## src/rtl/calc_display_drv.sv

```systemverilog
// Display driver for the 3-bit signed add/sub result.
// Captures a 4-bit sign-magnitude result {sign, mag[2:0]} on res_valid.
// Time-multiplexes two active-low 7-segment digits: the left digit shows
// the minus sign or blank, and the right digit shows the magnitude.
// Negative zero is normalised on capture, so "-0" is never displayed.
// Ports:
//   clk        system clock, rising edge
//   rst_n      synchronous reset, active low
//   res_valid  capture strobe for res
//   res        {sign, mag[2:0]} result
//   en         display enable, 0 = all digits dark
//   seg        segments {g,f,e,d,c,b,a}, active low, registered
//   an         anodes {left,right}, active low, registered
module calc_display_drv #(
   parameter int unsigned REFRESH_DIV = 50000
) (
   input  logic       clk,
   input  logic       rst_n,
   input  logic       res_valid,
   input  logic [3:0] res,
   input  logic       en,
   output logic [6:0] seg,
   output logic [1:0] an
);

   localparam int unsigned CNT_W = (REFRESH_DIV > 1) ? $clog2(REFRESH_DIV) : 1;
   localparam logic [CNT_W-1:0] CNT_LAST = CNT_W'(REFRESH_DIV - 1);

   localparam logic [6:0] SEG_MINUS = 7'b0111111;
   localparam logic [6:0] SEG_BLANK = 7'b1111111;

   logic [3:0]       res_q;
   logic [CNT_W-1:0] cnt;
   logic             dig;
   logic [6:0]       seg_c;
   logic [1:0]       an_c;

   // Magnitude digit to active-low segment pattern
   function automatic logic [6:0] digit_seg(input logic [2:0] d);
      logic [6:0] s;
      case (d)
         3'd0:    s = 7'b1000000;
         3'd1:    s = 7'b1111001;
         3'd2:    s = 7'b0100100;
         3'd3:    s = 7'b0110000;
         3'd4:    s = 7'b0011001;
         3'd5:    s = 7'b0010010;
         3'd6:    s = 7'b0000010;
         default: s = 7'b1111000;
      endcase
      return s;
   endfunction

   // Next output pattern from current digit phase, held result and enable
   always_comb begin
      seg_c = SEG_BLANK;
      an_c  = 2'b11;
      if (en) begin
         if (!dig) begin
            an_c  = 2'b10;
            seg_c = digit_seg(res_q[2:0]);
         end else begin
            an_c  = 2'b01;
            seg_c = res_q[3] ? SEG_MINUS : SEG_BLANK;
         end
      end
   end

   // Capture, refresh counter, digit phase and output registers
   always_ff @(posedge clk) begin
      if (!rst_n) begin
         res_q <= 4'b0000;
         cnt   <= '0;
         dig   <= 1'b0;
         seg   <= SEG_BLANK;
         an    <= 2'b11;
      end else begin
         // A zero magnitude always becomes +0
         if (res_valid) begin
            res_q <= (res[2:0] == 3'b000) ? 4'b0000 : res;
         end
         if (cnt == CNT_LAST) begin
            cnt <= '0;
            dig <= ~dig;
         end else begin
            cnt <= cnt + CNT_W'(1);
         end
         seg <= seg_c;
         an  <= an_c;
      end
   end

endmodule

```

## config.mk

```make
export PLATFORM = sky130hd
export DESIGN_NAME = calc_display_drv
export DESIGN_NICKNAME = d
export VERILOG_FILES = /design/src/rtl/calc_display_drv.sv
export SDC_FILE = /design/constraint.sdc
export NUM_CORES = 1
export LEC_CHECK = 0
export ABC_AREA = 1
export CORE_UTILIZATION = 50
export DETAILED_ROUTE_END_ITERATION = 12
export GPL_ROUTABILITY_DRIVEN = 0
export PLACE_DENSITY = 0.79
export RECOVER_POWER = 50
export SLEW_MARGIN = 20
export SYNTH_ARGS = -nofsm -noshare
export SYNTH_HDL_FRONTEND = slang
export SYNTH_SLANG_ARGS = --single-unit
```

## constraint.sdc

```tcl
create_clock -name clk -period 1.8 [get_ports clk]
set_clock_uncertainty 0.15 [all_clocks]
set_input_delay 0.18 -clock clk [delete_from_list [all_inputs] [get_ports clk]]
set_output_delay 0.18 -clock clk [all_outputs]
set_load 0.02 [all_outputs]
```

==> results of run 1 <==
## final timing paths
kind	slack, ns	endpoint	cells after the start	start
worst max-delay path	0.15	seg[0]	1	seg[0]$_SDFF_PP1_
worst min-delay path	0.24	res_q[3]$_SDFFE_PN0P_	3	res[3]
worst min register to register	0.29	an[1]$_SDFF_PN1_	1	dig$_SDFFE_PN0N_
worst max register to register	0.26	cnt[2]$_SDFF_PP0_	6	cnt[0]$_SDFF_PP0_
## placed cells by master (no fill, tap or decap), drive strengths merged
cell type,n
a21oi,13
a32oi,1
bufinv,2
clkbuf,7
clkdlybuf4s50,10
dfxtp,30
dlygate4sd3,6
ha,1
inv,19
nand2,38
nand3,8
nand3b,2
nand4,3
nor2,30
nor3,3
nor3b,1
o211ai,1
o21ai,8
o31ai,2
or2,3
xnor2,1
xor2,3
## power breakdown
group	internal [W]	switching [W]	leakage, nW
combinational	0.0000452	0.0000548	0.261
sequential	0.000686	0.0000144	0.245
clock	0.000470	0.000239	0.0585
total	0.00120	0.000308	0.565
## state kept, by name, indices dropped and copies added, names as in the netlist
register,cells
cnt,16
seg,7
dig,1
res_q,4
an,2
## metrics by stage
step / util (%) / setup WS, ns / power, W / hold WS [ns]
after floorplan: - / 0.378 / 0.000770 / 0.123
after global placement: 63.5 / 0.318 / 0.000817 / 0.262
after detailed placement: 63.5 / 0.281 / 0.000821 / 0.269
after CTS: 68.3 / 0.194 / 0.00153 / 0.233
after global routing: 67.9 / 0.102 / 0.00156 / 0.249
final: 67.9 / 0.150 / 0.00151 / 0.236
## worst min-delay path: stages
cell and delay (ns):
clkdlybuf4s50_1 0.39, o31ai_1 0.06, a21oi_1 0.05
## layout make-up
type	count	area share [%]
flip-flops and latches	30	38.5
multi-input cells	118	37.0
repair buffers	17	10.5
inverters	19	4.57
clock inverters	2	3.85
clock buffers	6	3.29
well taps	28	2.25
## routing by layer
layer	up-vias	wire length, um	track usage [%]
li1	590	-	-
met1	511	1110	24.4
met2	29	1110	32.5
met3	7	154	11.6
met4	0	47	11.0
met5	-	0	0
## cells by family after synthesis
| kind of cell | count (synthesis) | synth area share (%) |
|---|---|---|
| compound gates | 25 | 11.1 |
| xor+xnor | 4 | 2.77 |
| fa+ha+maj | 1 | 0.988 |
| buf+inv | 20 | 6.52 |
| flops | 30 | 47.4 |
| simple gates | 88 | 31.2 |
==> results.sh, run 1 <==
export IMPL_postSynthCellCount=168
export IMPL_ir_drop_mv=1.03
export IMPL_antenna_found_initial=0
export IMPL_antenna_cells=0
export IMPL_wl_mm=2.43
export IMPL_grt_overflow=0
export IMPL_tns_ns=0
export IMPL_path_max_fanout=1
export IMPL_cts_root_buf="clkbuf_4"
export IMPL_syn_area_um2=1270
export IMPL_finalHoldViolations=0
export IMPL_grt_usage_pct=21.5
export IMPL_setup_violations=0
export IMPL_ant_nets=0
export IMPL_tightest_slew_ns=0.373
export IMPL_fin_crit_ns=1.65
export IMPL_clk_pin_slew_ns=0.10
export IMPL_slew_headroom_pct=75.1
export IMPL_cp_slowest_cell="dlygate4sd3_1"
export IMPL_vias_per_cell=5.17
export IMPL_p_leak_nw=0.565
export IMPL_syn2layout_area_growth_pct=23.1
export IMPL_end_kind="output pin"
export IMPL_core_area_um2=2300
export IMPL_hp_class="primary input to register"
export IMPL_synthesis_nets=177
export IMPL_fmax_mhz=606
export IMPL_cpPeakStageDelay_ns=0.67
export IMPL_ctsResizeCount=0
export IMPL_clk_latency_ns=0.34
export IMPL_final_nets=200
export IMPL_final_area_um2=1560
export IMPL_die_h_um=52.3
export IMPL_synth_most_common_cell="nand2_1"
export IMPL_worstPathArrival_ns=1.32
export IMPL_dieArea_um2=2740
export IMPL_numCtsBuffers=5
export IMPL_final_cells=220
export IMPL_drt_iter0_markers=25
export IMPL_synth_seq_area_share_pct=47.4
export IMPL_yosys_warnings=0
export IMPL_hold_buffers=0
export IMPL_grt_first_pass_wirelength_mm=4.10
export IMPL_grt_start_max_net_pins=17
export IMPL_cp_data_required_time_ns=1.47
export IMPL_io_pins=17
export IMPL_cts_buffer_depth=2
export IMPL_power_density_nw_per_um2=968
export IMPL_synth_common_cells="nand2_1, dfxtp_1, nor2_1"
export IMPL_drtPass1Iterations=4
export IMPL_post_cts_setup_buffers=0
export IMPL_maxSlewViolCount=0
export IMPL_start_kind="register"
export IMPL_synth_area_leaders="dfxtp_1, nand2_1, nor2_1"
export IMPL_cts_sinks=30
export IMPL_synth_ff_type="dfxtp_1"
export IMPL_tritoncts="done"
export IMPL_detailed_place_area_um2=1460
export IMPL_run_status="complete, no violations"
export IMPL_cp_num_buf_inv=1
export IMPL_wl_per_cell_um=11.0
export IMPL_place_inst=212
export IMPL_crit_family="buffers and inverters"
export IMPL_ys_async_sr_fraction_pct=0
export IMPL_vias=1137
export IMPL_synth_edff_count=0
export IMPL_fillCellCount=202
export IMPL_synth_distinct_cells=27
export IMPL_drive_gt1_share_pct=7.29
export IMPL_multi_input_comb_area_um2=577
export IMPL_hpwl_mm=1.75
export IMPL_fin_crit_sh_pct=91.7
export IMPL_synth_top_area_share_pct=47.4
export IMPL_ys_ff_latch=30
export IMPL_seq_area_um2=601
export IMPL_drc_errors=0
export IMPL_die_w_um=52.3
export IMPL_portBuffers=16
export IMPL_crit_type="register to output pin"
export IMPL_grt_pass1_vias=1018
export IMPL_yosysTopAreaCell="dfxtp_1"
export IMPL_rsz0062_at_grt="false"
export IMPL_rows=17
export IMPL_cap_violations=0
export IMPL_crit_chain="dlygate4sd3_1"
export IMPL_initial_core_util_pct=55.1
export IMPL_synth_avg_cell_area_um2=7.54
export IMPL_h_tree_depth=2
(Power assumes the default switching activity.)
==> run 2, diff against run 1 <==
Settings changed: ABC_AREA 1 to default.
==> run 2 against run 1 <==
  * The run now ends with setup timing left
  * Register-to-register slack worse by 0.28 ns
  * Non-clock buffer count is 9 higher
  * Critical path depth is 3 higher
  * Via count is 12% lower
  * Sequential cell count stayed put
  * Count of clock-buffer cells in the layout is 2 higher
  * First-iteration DRC count is 20% lower
  * Critical endpoint is now dig$_SDFFE_PN0N_
  * Global-route usage is 1.1 points lower
  * Combinational power hardly changed
  * Die area is 4.3% lower
  * Sequential power hardly changed
  * Clock power is 31% lower
  * Critical path type is now register to register
==> results.sh, run 2 <==
export IMPL_ant_nets=0
export IMPL_use_met1_pct=24.9
export IMPL_cts_sinks=30
export IMPL_r2r_start="cnt[11]$_SDFF_PP0_"
export IMPL_synth_ff_type="dfxtp_1"
export IMPL_io_pins=17
export IMPL_drc_errors=0
export IMPL_die_w_um=51.2
export IMPL_grt_first_pass_wirelength_mm=3.88
export IMPL_mostFrequentLayoutCells="dfxtp_1, nor2_1, xnor2_1, clkdlybuf4s50_1, buf_4"
export IMPL_maxSlewViolCount=0
export IMPL_numCtsBuffers=5
export IMPL_vias=996
export IMPL_synth_simple_gate_area_share_pct=28.1
export IMPL_reg2reg_depth=4
export IMPL_grt_busiest_layer="met2"
export IMPL_fin_crit_ns=1.82
export IMPL_grt_usage_pct=20.4
export IMPL_initial_core_util_pct=53.7
export IMPL_rows=17
export IMPL_grt_pass1_vias=885
export IMPL_min_from="dig$_SDFFE_PN0N_"
export IMPL_fin_ws_ns=-0.0243
export IMPL_synthesis_nets=138
export IMPL_syn2layout_area_growth_pct=27.8
export IMPL_synth_edff_count=0
export IMPL_muxShareOfSynthArea_pct=2.48
export IMPL_critPathLaunch="cnt[11]$_SDFF_PP0_"
export IMPL_clk_latency_ns=0.32
export IMPL_setup_violations=1
export IMPL_synth_xor_area_share_pct=12.3
export IMPL_hp_class="register to register"
export IMPL_die_h_um=51.2
export IMPL_end_kind="register"
export IMPL_violations="setup timing"
export IMPL_crit_type="register to register"
export IMPL_antenna_found_initial=0
export IMPL_core_area_um2=2250
export IMPL_yosys_warnings=0
export IMPL_grt_start_max_net_pins=15
export IMPL_wl_mm=2.23
export IMPL_ir_drop_mv=0.620
export IMPL_synth_top_family_by_area="simple AND/OR/NAND/NOR gates"
export IMPL_mostFrequentLayoutCell="dfxtp_1"
export IMPL_syn_area_um2=1210
export IMPL_worstPathArrival_ns=1.89
export IMPL_largestRegisters="cnt: 16 flops, seg: 7 flops, res_q: 4 flops"
export IMPL_start_kind="register"
export IMPL_cts_root_buf="clkbuf_4"
export IMPL_drive_gt1_share_pct=13.8
export IMPL_vias_per_cell=5.30
export IMPL_h_tree_depth=2
export IMPL_clk_pin_slew_ns=0.09
export IMPL_grtUsageMet3_pct=6.25
export IMPL_cp_num_buf_inv=0
export IMPL_synth_top_area_share_pct=49.6
export IMPL_crit_family="simple AND/OR/NAND/NOR gates"
export IMPL_cts_buffer_depth=2
export IMPL_dieArea_um2=2620
export IMPL_ys_ff_latch=30
export IMPL_whs_ns=0.323
export IMPL_synth_common_cells="dfxtp_1, nor2_1, xnor2_1"
export IMPL_synth_compound_area_share_pct=3.62
export IMPL_wl_per_cell_um=11.9
export IMPL_run_status="finished with violations"
export IMPL_rsz0062_at_grt="true"
export IMPL_synth_area_leaders="dfxtp_1, xnor2_1, nor2_1"
export IMPL_tritoncts="done"
export IMPL_antenna_cells=0
export IMPL_tns_ns=-0.0243
export IMPL_drtPass1Iterations=4
export IMPL_synth_avg_cell_area_um2=9.38
export IMPL_cap_violations=0
export IMPL_regMostFlops="cnt"
export IMPL_portBuffers=16
export IMPL_largest_reg_flops=16
export IMPL_grt_overflow=0
export IMPL_use_met2_pct=33.3
export IMPL_fmax_mhz=548
export IMPL_synth_adder_area_share_pct=1.03
export IMPL_cp_data_required_time_ns=1.87
export IMPL_fillCellCount=193
export IMPL_finalHoldViolations=0
export IMPL_synth_seq_area_share_pct=49.6
export IMPL_slew_headroom_pct=75.7
export IMPL_crit_chain="or4_1 -> or4_4 -> xnor2_1 -> and2_1"
export IMPL_hold_buffers=0
export IMPL_min_path_cells=1
export IMPL_drt_iter0_markers=20
export IMPL_tightest_slew_ns=0.361
export IMPL_synth_distinct_cells=28
export IMPL_cp_slowest_cell="or4_1"
export IMPL_ys_async_sr_fraction_pct=0
export IMPL_p_leak_nw=0.568
export IMPL_post_cts_setup_buffers=0
export IMPL_synth_most_common_cell="dfxtp_1"
export IMPL_power_density_nw_per_um2=833
export IMPL_yosysTopAreaCell="dfxtp_1"
export IMPL_final_nets=168
export IMPL_cp_depth=4
export IMPL_fin_crit_sh_pct=101
export IMPL_hpwl_mm=1.68
export IMPL_cpPeakStageDelay_ns=0.50
export IMPL_path_max_fanout=3
export IMPL_postSynthCellCount=129
run 2: changes by cell type after synthesis, moves of 4 or more:
cell and delta:
a21oi_1 -13, inv_1 -14, nand2_1 -26, nand2b_1 +4, nor2_1 -10, nor4_1 +6, xnor2_1 +13
run 2: final timing paths:
check                endpoint  slack [ns]
max          dig$_SDFFE_PN0N_       -0.02
min          an[1]$_SDFF_PN1_        0.32
min reg2reg  an[1]$_SDFF_PN1_        0.32
max reg2reg  dig$_SDFFE_PN0N_       -0.02
run 2: repair_timing:
item	4_1_cts	5_1_grt
endpoints found under the setup margin	2	15
cloned	0	0
gates resized for setup	0	0
pin swaps	0	0
run 2: logic make-up after synthesis:
kind of cell,count (synthesis)
muxes,3
xor gates and xnor gates,17
DFF,30
and+or+nand+nor,64
buffers and inverters,7
AOI/OAI and AO/OA,7
adders and majority gates,1
run 2: worst reg2reg max path, stage by stage (launching register included):
cell and delay [ns]:
dfxtp_2 0.33, or4_1 0.50, or4_4 0.46, xnor2_1 0.14, and2_1 0.14
run 2: layout make-up:
cell class,count,area [um^2],share of cell area [%]
Sequential cell,30,602,38.9
Timing Repair Buffer,26,235,15.2
Inverter,4,15.0,0.971
Tap cell,28,35.0,2.27
Multi-Input combinational cell,92,581,37.5
Clock buffer,8,78.8,5.10
run 2: routing by layer:
layer	wire, um	vias up	part of all wire (%)
li1	-	505	-
met1	1020	462	46
met2	1080	24	48
met3	109	5	4.9
met4	29	0	1.3
met5	0	-	0
run 2: stage by stage:
| stage | std cells | utilization (%) | setup WS (ns) | total power [W] | instance area (um^2) |
|---|---|---|---|---|---|
| after floorplan | 129 | - | -0.00402 | 0.000770 | 1220 |
| after global routing | 188 | 68.6 | -0.0855 | 0.00134 | 1550 |
| after global placement | 180 | 65.2 | 0.00482 | 0.000816 | 1470 |
| after CTS | 188 | 68.7 | -0.0297 | 0.00130 | 1550 |
| final | 188 | 68.6 | -0.0243 | 0.00129 | 1550 |
| after detailed placement | 180 | 65.2 | -0.0142 | 0.000820 | 1470 |
run 2: where the power goes:
part / switching (W) / internal [W] / total (W)
clock: 0.000221 / 0.000267 / 0.000487
combinational: 0.0000475 / 0.0000542 / 0.000102
sequential: 0.0000152 / 0.000685 / 0.000700
